--- config.mk ---
export PLATFORM = sky130hd
export DESIGN_NAME = ram_burst_reader_flat
export DESIGN_NICKNAME = d
export VERILOG_FILES = /design/src/rtl/ram_burst_reader_if.sv /design/src/rtl/ram_burst_reader.sv /design/src/flat_wrapper.sv
export SDC_FILE = /design/constraint.sdc
export NUM_CORES = 1
export LEC_CHECK = 0
export CAP_MARGIN = 20
export CORE_UTILIZATION = 55
export DETAILED_ROUTE_END_ITERATION = 12
export HOLD_SLACK_MARGIN = 0.06
export PLACE_DENSITY = 0.86
export SYNTH_ARGS = -nofsm -noshare
export SYNTH_HDL_FRONTEND = slang
export SYNTH_SLANG_ARGS = --single-unit
--- constraint.sdc ---
create_clock -name clk -period 5.8 [get_ports clk]
set_input_delay 1.45 -clock clk [delete_from_list [all_inputs] [get_ports clk]]
set_output_delay 1.45 -clock clk [all_outputs]
set_load 0.005 [all_outputs]
--- src/rtl/ram_burst_reader_if.sv ---
// Bundle of the burst-reader signals: request/status, RAM read port and
// the valid/ready output stream. The reader uses the master view; the
// environment (RAM, consumer, requester) uses the slave view.
interface ram_burst_reader_if #(
  parameter int DATA_WIDTH = 8,
  parameter int ADDR_WIDTH = 10
);
  logic                  start;
  logic [ADDR_WIDTH-1:0] base_addr;
  logic [ADDR_WIDTH:0]   len;
  logic                  busy;
  logic                  done_tick;
  logic [ADDR_WIDTH-1:0] ram_addr;
  logic [DATA_WIDTH-1:0] ram_q;
  logic [DATA_WIDTH-1:0] m_data;
  logic                  m_valid;
  logic                  m_ready;

  modport master (
    input  start, base_addr, len, ram_q, m_ready,
    output busy, done_tick, ram_addr, m_data, m_valid
  );

  modport slave (
    output start, base_addr, len, ram_q, m_ready,
    input  busy, done_tick, ram_addr, m_data, m_valid
  );
endinterface

--- src/rtl/ram_burst_reader.sv ---
// Burst read master for a single-port synchronous RAM. Reads `len` words
// from `base_addr` (wrapping at the top of memory) and streams them out
// through a 2-entry FIFO. A credit check (buffer entries + read in flight)
// guarantees the buffer always has room for the RAM word returning one
// cycle after each issued address, so the capture never needs a stall.
module ram_burst_reader #(
  parameter int DATA_WIDTH = 8,
  parameter int ADDR_WIDTH = 10
) (
  input  logic                 clk,
  input  logic                 reset_n,
  ram_burst_reader_if.master   bus
);

  typedef enum logic [1:0] {IDLE, ISSUE, DRAIN} state_t;

  state_t                state_q, state_d;
  logic [ADDR_WIDTH-1:0] ram_addr_q, ram_addr_d;
  logic [ADDR_WIDTH:0]   remain_q, remain_d;
  logic                  inflight_q, inflight_d;
  logic                  zero_done_q, zero_done_d;
  logic [DATA_WIDTH-1:0] buf_q [2];
  logic [DATA_WIDTH-1:0] buf_d [2];
  logic                  wr_idx_q, wr_idx_d;
  logic                  rd_idx_q, rd_idx_d;
  logic [1:0]            count_q, count_d;

  logic                  pop;
  logic                  issue;
  logic                  last_pop;
  logic [2:0]            occ;

  // Handshake, credit check and next-state computation for all registers.
  always_comb begin
    pop      = (count_q != 2'd0) && bus.m_ready;
    occ      = {1'b0, count_q} + {2'b00, inflight_q};
    // A slot counts as free if it is empty now, or the head leaves this cycle.
    issue    = (state_q == ISSUE) && ((occ < 3'd2) || ((occ == 3'd2) && pop));
    last_pop = (state_q == DRAIN) && pop && (count_q == 2'd1) && !inflight_q;

    state_d     = state_q;
    ram_addr_d  = ram_addr_q;
    remain_d    = remain_q;
    zero_done_d = 1'b0;
    inflight_d  = issue;
    buf_d       = buf_q;
    wr_idx_d    = wr_idx_q;
    rd_idx_d    = rd_idx_q;

    case (state_q)
      IDLE: begin
        if (bus.start) begin
          if (bus.len == '0) begin
            zero_done_d = 1'b1;
          end else begin
            state_d    = ISSUE;
            ram_addr_d = bus.base_addr;
            remain_d   = bus.len;
          end
        end
      end
      ISSUE: begin
        if (issue) begin
          remain_d = remain_q - (ADDR_WIDTH+1)'(1);
          // Keep the address of the final read on the bus afterwards.
          if (remain_q == (ADDR_WIDTH+1)'(1)) begin
            state_d = DRAIN;
          end else begin
            ram_addr_d = ram_addr_q + ADDR_WIDTH'(1);
          end
        end
      end
      DRAIN: begin
        if (last_pop) begin
          state_d = IDLE;
        end
      end
      default: state_d = IDLE;
    endcase

    // The word addressed last cycle is on ram_q now; the credit rule
    // guarantees a free slot for it.
    if (inflight_q) begin
      buf_d[wr_idx_q] = bus.ram_q;
      wr_idx_d        = ~wr_idx_q;
    end
    if (pop) begin
      rd_idx_d = ~rd_idx_q;
    end
    count_d = count_q + {1'b0, inflight_q} - {1'b0, pop};
  end

  // Control state: FSM, address pointer, issue counter and FIFO pointers.
  always_ff @(posedge clk or negedge reset_n) begin
    if (!reset_n) begin
      state_q     <= IDLE;
      ram_addr_q  <= '0;
      remain_q    <= '0;
      inflight_q  <= 1'b0;
      zero_done_q <= 1'b0;
      wr_idx_q    <= 1'b0;
      rd_idx_q    <= 1'b0;
      count_q     <= 2'd0;
    end else begin
      state_q     <= state_d;
      ram_addr_q  <= ram_addr_d;
      remain_q    <= remain_d;
      inflight_q  <= inflight_d;
      zero_done_q <= zero_done_d;
      wr_idx_q    <= wr_idx_d;
      rd_idx_q    <= rd_idx_d;
      count_q     <= count_d;
    end
  end

  // FIFO storage; cleared on reset so m_data reads zero while empty.
  for (genvar gi = 0; gi < 2; gi++) begin : g_buf
    always_ff @(posedge clk or negedge reset_n) begin
      if (!reset_n) begin
        buf_q[gi] <= '0;
      end else begin
        buf_q[gi] <= buf_d[gi];
      end
    end
  end

  assign bus.busy      = (state_q != IDLE);
  assign bus.done_tick = zero_done_q | last_pop;
  assign bus.ram_addr  = ram_addr_q;
  assign bus.m_valid   = (count_q != 2'd0);
  assign bus.m_data    = buf_q[rd_idx_q];

endmodule

--- src/flat_wrapper.sv ---
// flat-port wrapper written by rule: the top's interface ports become plain ports
module ram_burst_reader_flat 
#(
  parameter int DATA_WIDTH = 8,
  parameter int ADDR_WIDTH = 10
)
  (clk, reset_n, bus_start, bus_base_addr, bus_len, bus_ram_q, bus_m_ready, bus_busy, bus_done_tick, bus_ram_addr, bus_m_data, bus_m_valid);
  ram_burst_reader_if #(.DATA_WIDTH(DATA_WIDTH), .ADDR_WIDTH(ADDR_WIDTH)) bus_i ();
  input  logic clk;
  input  logic reset_n;
  input wire logic [$bits(bus_i.start)-1:0] bus_start;
  input wire logic [$bits(bus_i.base_addr)-1:0] bus_base_addr;
  input wire logic [$bits(bus_i.len)-1:0] bus_len;
  input wire logic [$bits(bus_i.ram_q)-1:0] bus_ram_q;
  input wire logic [$bits(bus_i.m_ready)-1:0] bus_m_ready;
  output wire logic [$bits(bus_i.busy)-1:0] bus_busy;
  output wire logic [$bits(bus_i.done_tick)-1:0] bus_done_tick;
  output wire logic [$bits(bus_i.ram_addr)-1:0] bus_ram_addr;
  output wire logic [$bits(bus_i.m_data)-1:0] bus_m_data;
  output wire logic [$bits(bus_i.m_valid)-1:0] bus_m_valid;
  assign bus_i.start = bus_start;
  assign bus_i.base_addr = bus_base_addr;
  assign bus_i.len = bus_len;
  assign bus_i.ram_q = bus_ram_q;
  assign bus_i.m_ready = bus_m_ready;
  assign bus_busy = bus_i.busy;
  assign bus_done_tick = bus_i.done_tick;
  assign bus_ram_addr = bus_i.ram_addr;
  assign bus_m_data = bus_i.m_data;
  assign bus_m_valid = bus_i.m_valid;
  ram_burst_reader #(.DATA_WIDTH(DATA_WIDTH), .ADDR_WIDTH(ADDR_WIDTH)) u_core (.clk(clk), .reset_n(reset_n), .bus(bus_i));
endmodule
**After elaboration in Yosys (flattened, before gate mapping)**

Cells that the tools add are included.

- Register bits: 45
- Bits in latches: 0
- RAM bits: 0
- Memory bits (read-only): 0
- Input bits: 33
- Output and inout port bits: 21
- Logic and storage cells: 76
- Memories kept: 0

- $add $sub $neg: 5
- $mul: 0
- Div/mod/pow operators: 0
- $lt $le $gt $ge: 4
- Equal/unequal tests: 11
- Shift-type cells: 0
- Muxes and demuxes: 24
- Bitwise logic cells: 5
- Reductions and logical operators: 17

Operators with widths:

| kind | number |
|---|---|
| 10-bit two-way mux | 4 |
| 11-bit two-way mux | 3 |
| 8-bit two-way mux | 4 |
| 11-bit case mux with 2 select lines | 1 |
| 10-bit case mux with 2 select lines | 1 |
| 16-bit bitwise mux | 1 |
| 11-bit by 1-bit == test with 1-bit output (second input constant) | 1 |
| 11-bit zero test | 1 |
| 11-bit by 1-bit subtractor with 11-bit output (second input constant) | 1 |
| 10-bit by 1-bit adder with 10-bit output (second input constant) | 1 |
| 2-bit two-way mux | 5 |
| 5-bit AND reduction | 2 |
| 8-bit demux with 1-bit select | 1 |
| 2-bit inequality test (second input constant) | 4 |
| 1-bit logical AND | 7 |
| 2-bit case mux with 3 select lines | 1 |
| 2-bit nonzero test | 3 |
| 2-bit by 1-bit == test with 1-bit output (second input constant) | 2 |
| 2-bit >= comparator (second input constant) | 2 |
| 2-bit by 1-bit inequality test with 1-bit output (second input constant) | 2 |
| 1-bit NOT with 2-bit output | 2 |
| 4-bit AND reduction | 1 |
| 2-bit by 1-bit adder with 3-bit output | 1 |
| 3-bit by 2-bit == test with 1-bit output (second input constant) | 1 |
| 11 further kinds | 14 |

**Longest topological paths before layout**

- Depth in word-level cells: 7
- Depth in mapped cells: 8
- Gate-level depth less buffers: 7

**Least setup slack after synthesis**

Ideal clock, no wire load.

- Kind: input-to-output
- Start point: in bus_m_ready
- End point: out bus_done_tick
- Data arrival time: 1.833 ns
- Data required time: 4.350 ns
- Path slack: 2.517 ns
- Stages: 3
- Buffers on the path: 0
- Cells stage by stage: nand4_1 nor2_1 or2_2

- Longest elaborated chain between the ends: 5

Ends and longest elaborated chain:

| what | RTL line | source |
|---|---|---|
| start: declaration | flat_wrapper.sv:15 | `input wire logic [$bits(bus_i.m_ready)-1:0] bus_m_ready;` |
| 1-bit logical AND | ram_burst_reader.sv:35 | `pop = (count_q != 2'd0) && bus.m_ready;` |
| 1-bit logical AND (3 in series) | ram_burst_reader.sv:39 | `last_pop = (state_q == DRAIN) && pop && (count_q == 2'd1) && !inflight_q;` |
| 1-bit bitwise OR | ram_burst_reader.sv:128 | `assign bus.done_tick = zero_done_q \| last_pop;` |
| end: declaration | flat_wrapper.sv:17 | `output wire logic [$bits(bus_i.done_tick)-1:0] bus_done_tick;` |

No other way between the ends.

**Final worst setup path**

Ends and elaborated chain as after synthesis.

==> impl_metrics.env <==
export IMPL_run_status="complete, no violations"
export IMPL_synth_area_top_cells="dfrtp_1 45%, mux2_2 11%, nor2_1 5.2%, a21oi_1 4.0%, ha_1 4.0%"
export IMPL_ys_types=44
export IMPL_period_minus_slack_ns=4.26
export IMPL_synth_edf_count=0
export IMPL_synth_top_area_share_pct=45.0
export IMPL_syn_area_per_cell_sq_um=9.94
export IMPL_clk_pin_slew_worst_paths_ns=0.09
export IMPL_cts_buffer_depth=2
export IMPL_die_y_um=69.5
export IMPL_drt_pass1_iter_count=4
export IMPL_synth_seq_cells=45
export IMPL_ys_seq_area_share_pct=45.0
export IMPL_slowest_delay_ns=0.49
export IMPL_critical_path_top_delay_family="buffers and inverters"
export IMPL_die_x_um=69.5
export IMPL_endpoint_kind="primary output"
export IMPL_dpl_cell_area_sq_mm=0.00304
export IMPL_hold_viol_final=0
export IMPL_io_pins=54
export IMPL_min_path_type="flip-flop to flip-flop"
export IMPL_maxSlewHeadroom_pct=52.7
export IMPL_syn_inst=252
export IMPL_final_common_cell="clkdlybuf4s50_1"
export IMPL_synth_main_ff_cell="dfrtp_1"
export IMPL_yosysWarnings=0
export IMPL_place_congestion=0.845
export IMPL_area_growth_pct=26.0
export IMPL_drt_iter0_drc=86
export IMPL_dp_cells=348
export IMPL_core_sq_mm=0.00435
export IMPL_grt_pass1_vias=2050
export IMPL_n_antenna_cell=0
export IMPL_rows=24
export IMPL_route_detailed_drc=0
export IMPL_design_area_sq_mm=0.00316
export IMPL_htreeDepth=2
export IMPL_worst_pin_slew_ns=0.707
export IMPL_crit_buf_inv=2
export IMPL_slew_viol_final=0
export IMPL_fin_nets=345
export IMPL_path_max_fanout=2
export IMPL_fin_cells=357
export IMPL_crit_path_start_kind="input port"
export IMPL_drive_gt1_share_pct=16.7
export IMPL_clkPwrFrac_pct=11.7
export IMPL_seq_area_sq_mm=0.00113
export IMPL_p_switching_mw=0.698
export IMPL_cts_resized=0
export IMPL_grt_max_degree=46
export IMPL_fmax_ghz=0.235
export IMPL_critPathRequiredTime_ns=4.35
export IMPL_wirelength_um=5040
export IMPL_leakage_nw=1.29
export IMPL_fin_skew_ns=0.00533
export IMPL_nFillCells=348
export IMPL_floorplan_initialDensity_pct=57.5
export IMPL_cts_tree="built"
export IMPL_seqPwrFrac_pct=34.8
export IMPL_slowest_stage="clkdlybuf4s50_1"
export IMPL_timing_worst_setup_path_type="input port to primary output"
export IMPL_dieArea_sq_mm=0.00483
export IMPL_crit_chain="clkdlybuf4s50_1, nand4_1, nor2_1, or2_2, clkdlybuf4s50_1"
export IMPL_tns_ns=0
export IMPL_maxCapViolations=0
export IMPL_wl_per_cell_um=14.1
export IMPL_grt_pass1_wl_um=9210
export IMPL_ant_nets=0
export IMPL_dp_hpwl_um=3610
export IMPL_pwr_share_comb_pct=53.5
export IMPL_final_cell_mix="52 x clkdlybuf4s50_1, 45 x dfrtp_1, 35 x nor2_1, 24 x mux2_2, 20 x a21oi_1"
export IMPL_vdd_ir_drop_max_mv=0.281
export IMPL_syn_num_nets=293
export IMPL_yosys_area_top_type="dfrtp_1"
export IMPL_holdBufCountCts=0
export IMPL_cpMostUsedCell="clkdlybuf4s50_1"
export IMPL_arrival_ns=2.81
export IMPL_setup_viol=0
export IMPL_via_count=2037
export IMPL_fin_total_pwr_mw=1.76
export IMPL_cts_buffers=5
export IMPL_clock_sinks=45
export IMPL_via_per_inst=5.71
export IMPL_intPower_mw=1.06
export IMPL_syn_area_sq_mm=0.00250
export IMPL_rsz0062_at_grt="no"
export IMPL_overflow=0
export IMPL_multi_input_area_sq_mm=0.00128
export IMPL_post_cts_buffers=0
export IMPL_p_sw_share_pct=39.7
export IMPL_cts_root_buffer_cell="clkbuf_8"
export IMPL_period_share_pct=73.4
export IMPL_groute_usage_overall_pct=23.7
export IMPL_port_buffers=53
export IMPL_synth_async_reset_ratio_pct=100
export IMPL_antenna_found_initial=0
export IMPL_powerDensity_mw_per_mm2=558
export IMPL_insertion_delay_ns=0.30
==> per-layer routing <==
| layer | part of all wire [%] | up-vias | wire [um] | track usage (%) |
|---|---|---|---|---|
| li1 | - | 1020 | - | - |
| met1 | 46 | 953 | 2310 | 31.7 |
| met2 | 48 | 58 | 2420 | 38.8 |
| met3 | 4.8 | 6 | 243 | 4.94 |
| met4 | 1.2 | 0 | 59 | 7.26 |
| met5 | 0 | - | 0 | 0 |
==> power groups by stage <==
stage	clock network, mW	logic (mW)	registers [mW]
after global placement	0	0.909	0.610
final	0.206	0.941	0.614
after detailed placement	0	0.947	0.620
after global routing	0.226	1.06	0.643
after floorplan	0	0.689	0.578
after CTS	0.212	0.949	0.613
==> final cells by class <==
| cell class | instances | area share [%] |
|---|---|---|
| multi-input combinational | 187 | 40.4 |
| clock buffer | 5 | 2.18 |
| sequential | 45 | 35.7 |
| tap | 52 | 2.06 |
| clock inverter | 3 | 0.793 |
| inverter | 9 | 1.07 |
| timing repair buffer | 56 | 17.8 |
==> kinds of logic (layout without fill, tap and decap cells) <==
| kind of cell | count (synthesis) | after routing | synth area share [%] |
|---|---|---|---|
| xor+xnor | 4 | 4 | 1.40 |
| fa+ha+maj | 8 | 8 | 4.00 |
| buf+inv | 20 | 73 | 4.10 |
| simple gates | 85 | 85 | 17.6 |
| flops | 45 | 45 | 45.0 |
| mux | 26 | 26 | 11.6 |
| compound gates | 64 | 64 | 16.4 |
==> cells in the mapped netlist (5+ instances only) <==
cell      n
ha_1      8
o22a_1    5
mux2_2   24
o21ai_0  18
a21oi_1  20
dfrtp_1  45
a31oi_1   5
inv_1     9
nor2_1   35
nand2_1  11
or2_2     5
nand3_1   5
nor3_1    8
==> stage by stage <==
| stage | hold slack, ns | setup slack, ns | util, % |
|---|---|---|---|
| 3_5_place_dp | 0.492 | 1.56 | 69.9 |
| 5_1_grt | 0.522 | 1.49 | 72.5 |
| 2_1_floorplan | 0.463 | 2.52 | - |
| 3_3_place_gp | 0.478 | 1.57 | 69.9 |
| 6_report | 0.513 | 1.54 | 72.5 |
| 4_1_cts | 0.515 | 1.53 | 72.0 |
==> state kept, by name, summed over array words and instances, names as in the netlist <==
register and count:
u_core.buf_q 16, u_core.bus.ram_addr 10, u_core.count_q 2, u_core.remain_q 11
u_core.zero_done_q 1, u_core.wr_idx_q 1, u_core.rd_idx_q 1, u_core.inflight_q 1
u_core.state_q 2
==> worst reg2reg max path: cells and delay by family (launching register included) <==
| family | cells | cell delay [ns] |
|---|---|---|
| compound gates | 4 | 1.04 |
| fa+ha+maj | 2 | 0.47 |
| buf+inv | 1 | 0.06 |
| flops | 1 | 0.43 |
==> final timing paths <==
| kind | from | end | slack (ns) | depth (start not counted) |
|---|---|---|---|---|
| max in group asynchronous | reset_n | u_core.buf_q[13] | 4.23 | 2 |
| min in group asynchronous | reset_n | u_core.count_q[0] | 1.08 | 1 |
| worst max-delay path | bus_m_ready | bus_done_tick | 1.54 | 5 |
| worst max register to register | u_core.count_q[0] | u_core.remain_q[8] | 3.71 | 7 |
| worst min register to register | u_core.buf_q[3] | u_core.buf_q[3] | 0.51 | 1 |
| worst min-delay path | u_core.buf_q[3] | u_core.buf_q[3] | 0.51 | 1 |
(Power assumes the default switching activity.)
